**src/rtl/fifo_rd_if.sv**
```systemverilog
// Read-domain stream bundle between the async FIFO read logic,
// the output stage and the downstream consumer.
interface fifo_rd_if #(
    parameter int DSIZE = 8,
    parameter int CNTW  = 16
);
    logic             rempty;
    logic [DSIZE-1:0] rdata;
    logic             rinc;
    logic             m_valid;
    logic [DSIZE-1:0] m_data;
    logic             m_ready;
    logic             flush;
    logic [1:0]       occ;
    logic [CNTW-1:0]  rd_cnt;

    modport master (
        input  rempty, rdata, m_ready, flush,
        output rinc, m_valid, m_data, occ, rd_cnt
    );

    modport slave (
        output rempty, rdata, m_ready, flush,
        input  rinc, m_valid, m_data, occ, rd_cnt
    );
endinterface

```
**src/rtl/fifo_rd_stage.sv**
```systemverilog
// Two-entry registered output buffer on the FIFO read side; pops are
// driven only from registered state so m_ready never reaches rinc.
module fifo_rd_stage #(
    parameter int DSIZE = 8,
    parameter int CNTW  = 16
) (
    input  logic      rclk,
    input  logic      rrst,
    fifo_rd_if.master bus
);
    logic [1:0]       occ_q, occ_d;
    logic [DSIZE-1:0] slot0_q, slot0_d;
    logic [DSIZE-1:0] slot1_q, slot1_d;
    logic [CNTW-1:0]  cnt_q, cnt_d;
    logic             pop, take;

    always_comb begin
        pop     = ~bus.rempty & (occ_q != 2'd2) & ~bus.flush & ~rrst;
        take    = (occ_q != 2'd0) & bus.m_ready;
        slot0_d = slot0_q;
        slot1_d = slot1_q;
        cnt_d   = cnt_q + CNTW'(take);
        occ_d   = occ_q + {1'b0, pop} - {1'b0, take};
        case (occ_q)
            2'd0: if (pop) slot0_d = bus.rdata;
            2'd1: begin
                if (pop && take)  slot0_d = bus.rdata;
                else if (pop)     slot1_d = bus.rdata;
            end
            2'd2: if (take) slot0_d = slot1_q;
            default: ;
        endcase
        // A take in the flush cycle still counts; only the buffer is dropped.
        if (bus.flush) occ_d = 2'd0;
    end

    always_ff @(posedge rclk) begin
        if (rrst) begin
            occ_q   <= 2'd0;
            slot0_q <= '0;
            slot1_q <= '0;
            cnt_q   <= '0;
        end else begin
            occ_q   <= occ_d;
            slot0_q <= slot0_d;
            slot1_q <= slot1_d;
            cnt_q   <= cnt_d;
        end
    end

    assign bus.rinc    = pop;
    assign bus.m_valid = (occ_q != 2'd0);
    assign bus.m_data  = slot0_q;
    assign bus.occ     = occ_q;
    assign bus.rd_cnt  = cnt_q;
endmodule

```
**src/flat_wrapper.sv**
```systemverilog
// flat-port wrapper written by rule: the top's interface ports become plain ports
module fifo_rd_stage_flat 
#(
    parameter int DSIZE = 8,
    parameter int CNTW  = 16
)
  (rclk, rrst, bus_rempty, bus_rdata, bus_m_ready, bus_flush, bus_rinc, bus_m_valid, bus_m_data, bus_occ, bus_rd_cnt);
  fifo_rd_if #(.DSIZE(DSIZE), .CNTW(CNTW)) bus_i ();
  input  logic rclk;
  input  logic rrst;
  input wire logic [$bits(bus_i.rempty)-1:0] bus_rempty;
  input wire logic [$bits(bus_i.rdata)-1:0] bus_rdata;
  input wire logic [$bits(bus_i.m_ready)-1:0] bus_m_ready;
  input wire logic [$bits(bus_i.flush)-1:0] bus_flush;
  output wire logic [$bits(bus_i.rinc)-1:0] bus_rinc;
  output wire logic [$bits(bus_i.m_valid)-1:0] bus_m_valid;
  output wire logic [$bits(bus_i.m_data)-1:0] bus_m_data;
  output wire logic [$bits(bus_i.occ)-1:0] bus_occ;
  output wire logic [$bits(bus_i.rd_cnt)-1:0] bus_rd_cnt;
  assign bus_i.rempty = bus_rempty;
  assign bus_i.rdata = bus_rdata;
  assign bus_i.m_ready = bus_m_ready;
  assign bus_i.flush = bus_flush;
  assign bus_rinc = bus_i.rinc;
  assign bus_m_valid = bus_i.m_valid;
  assign bus_m_data = bus_i.m_data;
  assign bus_occ = bus_i.occ;
  assign bus_rd_cnt = bus_i.rd_cnt;
  fifo_rd_stage #(.DSIZE(DSIZE), .CNTW(CNTW)) u_core (.rclk(rclk), .rrst(rrst), .bus(bus_i));
endmodule
```
**config.mk**
```make
export PLATFORM = sky130hd
export DESIGN_NAME = fifo_rd_stage_flat
export DESIGN_NICKNAME = d
export VERILOG_FILES = /design/src/rtl/fifo_rd_if.sv /design/src/rtl/fifo_rd_stage.sv /design/src/flat_wrapper.sv
export SDC_FILE = /design/constraint.sdc
export NUM_CORES = 1
export LEC_CHECK = 0
export ABC_AREA = 0
export CAP_MARGIN = 15
export CORE_MARGIN = 2
export CORE_UTILIZATION = 45
export CTS_CLUSTER_DIAMETER = 60
export DETAILED_ROUTE_END_ITERATION = 12
export PLACE_DENSITY = 0.81
export SYNTH_ARGS = -nofsm -noshare
export SYNTH_HDL_FRONTEND = slang
export SYNTH_SLANG_ARGS = --single-unit
```
**constraint.sdc**
```tcl
create_clock -name rclk -period 3.8 [get_ports rclk]
set_clock_uncertainty 0.15 [all_clocks]
set_input_delay 0.76 -clock rclk [delete_from_list [all_inputs] [get_ports rclk]]
set_output_delay 0.76 -clock rclk [all_outputs]
set_load 0.01 [all_outputs]
```
==> flow_summary.ini <==
[sta]
hold_viol_final = 0
tightest_slew_ns = 0.469
slew-limit-headroom_pct = 68.7
min_period_ns = 3.19
setup_ws_ns = 0.608
rsz0062_at_grt = false
final_max_slew_viol_count = 0
setup_viol = 0
tns_ns = 0
post-route-period-util_pct = 84.0
max_freq_mhz = 313

[floorplan]
ios = 41
rows = 21
dieArea_mm2 = 0.00395
fp.coreArea_mm2 = 0.00334
start_util_pct = 46.6
die_y_um = 62.8
die_w_um = 62.8

[setup_path]
regToRegStartpoint = u_core.bus.occ[1]
cp_top_family = buffers and inverters
crit_start = bus_flush
path_class = input port to output port
worstRegToRegCells = 8
required_ns = 2.89
cp_common_cell = clkdlybuf4s50_1
cp-end-kind = output port
r2r_end = u_core.bus.m_data[4]
slowest_delay_ns = 0.53
cp-start-kind = input port
r2r_slack_ns = 1.36
arrival_ns = 2.28
cp_max_fo = 3
path_cells = clkdlybuf4s50_1, nor3_1, nand2_1, inv_1, clkdlybuf4s50_1
crit_cells = 5
critical_path.slowest_cell = clkdlybuf4s50_1
path_buf_inv = 3
critPathCapture = bus_rinc

[global_route]
grt_max_degree = 36
grt.total_usage_pct = 16.5
grt_pass1_vias = 1173
grt_pass1_wl_um = 5170
antenna_found_initial = 0
grt_overflow = 0

[place]
gp_congestion = 0.845
dp_hpwl_um = 2050
io_buffer_count = 40
postPlaceCellArea_mm2 = 0.00198
dp_slack_ns = 0.618

[final_layout]
drive_gt1_share_pct = 8.45
layout_commonest_cell = clkdlybuf4s50_1
layout_common_cells = clkdlybuf4s50_1, dfxtp_1, nor2_1, nand2_1, xnor2_1
fillCellCount = 322
fin_nets = 232
final_core_util_pct = 60.9
area.growth.synth_to_final_pct = 30.5
diodes = 0
fin_area_mm2 = 0.00203

[logic_synthesis]
netlist_instances = 173
synth_edf_count = 0
avgSynthCellArea_um2 = 9.00
async_flop_share_pct = 0
yosysWarnings = 0
synth_nets = 191
yosysTopAreaCellShare_pct = 43.7
ys_seq_area_share_pct = 43.7
syn_area_mm2 = 0.00156
ys_top_cells_by_area = dfxtp_1, a311oi_2, nor2_1
ys_ff_latch = 34
yosys.area.top_type = dfxtp_1
synth_flop_cell = dfxtp_1
ys_types = 29

[power]
power.total_uw = 619
power_density_mw_per_mm2 = 305
worst_ir_drop_vdd_uv = 176
leakage_uw = 0.000771

[drt]
drc = 0
drt_wl_total_um = 2910
vias_per_cell = 5.04
dr.pass1.iters = 4
drt-wirelength-per-cell_um = 11.2
drtIter0Drc = 71
antenna_left = 0
vias = 1306

[flow_run]
cap_violations = 0

[cts]
clock_latency_ns = 0.33
ctsResizeCount = 0
htree_levels = 2
cts_root_buf = clkbuf_4
tritoncts = built
post-cts-setup-buffers = 0
clkSinkCount = 34
cts_buffers = 5
clockBufferDepth = 2
postCtsHoldBufs = 0
cts.clk_slew.worst_paths_ns = 0.09

[hold_path]
hold_class = flip-flop to flip-flop

[outcome]
outcome = finished, final reports clean
synth_stat cells (3+ instances only):
library cell,n
a21oi_1,3
a311oi_2,8
dfxtp_1,34
ha_1,5
inv_1,6
mux2i_1,8
nand2_1,24
nand3_1,6
nand4_1,4
nor2_1,31
nor3_1,6
nor4_1,3
o21ai_0,3
xnor2_1,9
xor2_1,3
cell type report:
cell class	instances	area, µm²	area share (%)
multi-input combinational	126	811	39.9
timing repair buffer	41	408	20.1
sequential	34	681	33.5
inverter	6	22.5	1.11
clock buffer	6	51.3	2.53
tap	46	57.6	2.83
worst min-delay path by stage:
stage,slack [ns],depth (start not counted),startpoint,end
floorplan,0.31,2,u_core.slot1_q[0],u_core.slot1_q[0]
global placement,0.33,2,u_core.bus.rd_cnt[15],u_core.bus.rd_cnt[15]
detailed placement,0.34,2,u_core.slot1_q[7],u_core.slot1_q[7]
CTS,0.35,2,u_core.slot1_q[7],u_core.bus.m_data[7]
global route,0.35,2,u_core.slot1_q[7],u_core.bus.m_data[7]
finish,0.35,2,u_core.bus.rd_cnt[15],u_core.bus.rd_cnt[15]
power breakdown:
part | total, µW | switching (µW) | internal, µW | leakage [µW]
clock | 191 | 107 | 83.3 | 0.0000302
sequential | 366 | 3.86 | 362 | 0.000275
combinational | 62.1 | 28.6 | 33.5 | 0.000466
total | 619 | 140 | 479 | 0.000771
logic make-up (layout without fill, tap and decap cells):
| family | count (synthesis) | in the layout | share of synthesized area, % |
|---|---|---|---|
| xor+xnor | 12 | 12 | 6.75 |
| fa+ha+maj | 5 | 5 | 4.02 |
| simple gates | 85 | 85 | 25.3 |
| buf+inv | 13 | 53 | 4.18 |
| compound gates | 16 | 16 | 10.9 |
| flops | 34 | 34 | 43.7 |
| mux | 8 | 8 | 5.14 |
metrics by stage:
step | instances | hold slack (ns)
2_1_floorplan | 173 | 0.313
3_3_place_gp | 253 | 0.326
3_5_place_dp | 253 | 0.335
4_1_cts | 259 | 0.354
5_1_grt | 259 | 0.352
6_report | 259 | 0.349
flip-flops by register name (all words and copies together) (netlist names):
signal / flops
u_core.slot1_q: 8
u_core.bus.rd_cnt: 16
u_core.bus.occ: 2
u_core.bus.m_data: 8
tightest hold or removal path: stages, from the launching register on:
cell,delay (ns)
dfxtp_1,0.33
nand2b_1,0.06
o21ai_0,0.06
routing by layer:
layer | up-vias | global-route usage (%) | wire length (µm)
met5 | - | 0 | 0
met4 | 0 | 6.67 | 47
met3 | 6 | 5.59 | 174
met2 | 35 | 27.8 | 1320
met1 | 593 | 19.2 | 1370
li1 | 672 | - | -
Note: power is estimated with default switching activity, not from simulation.
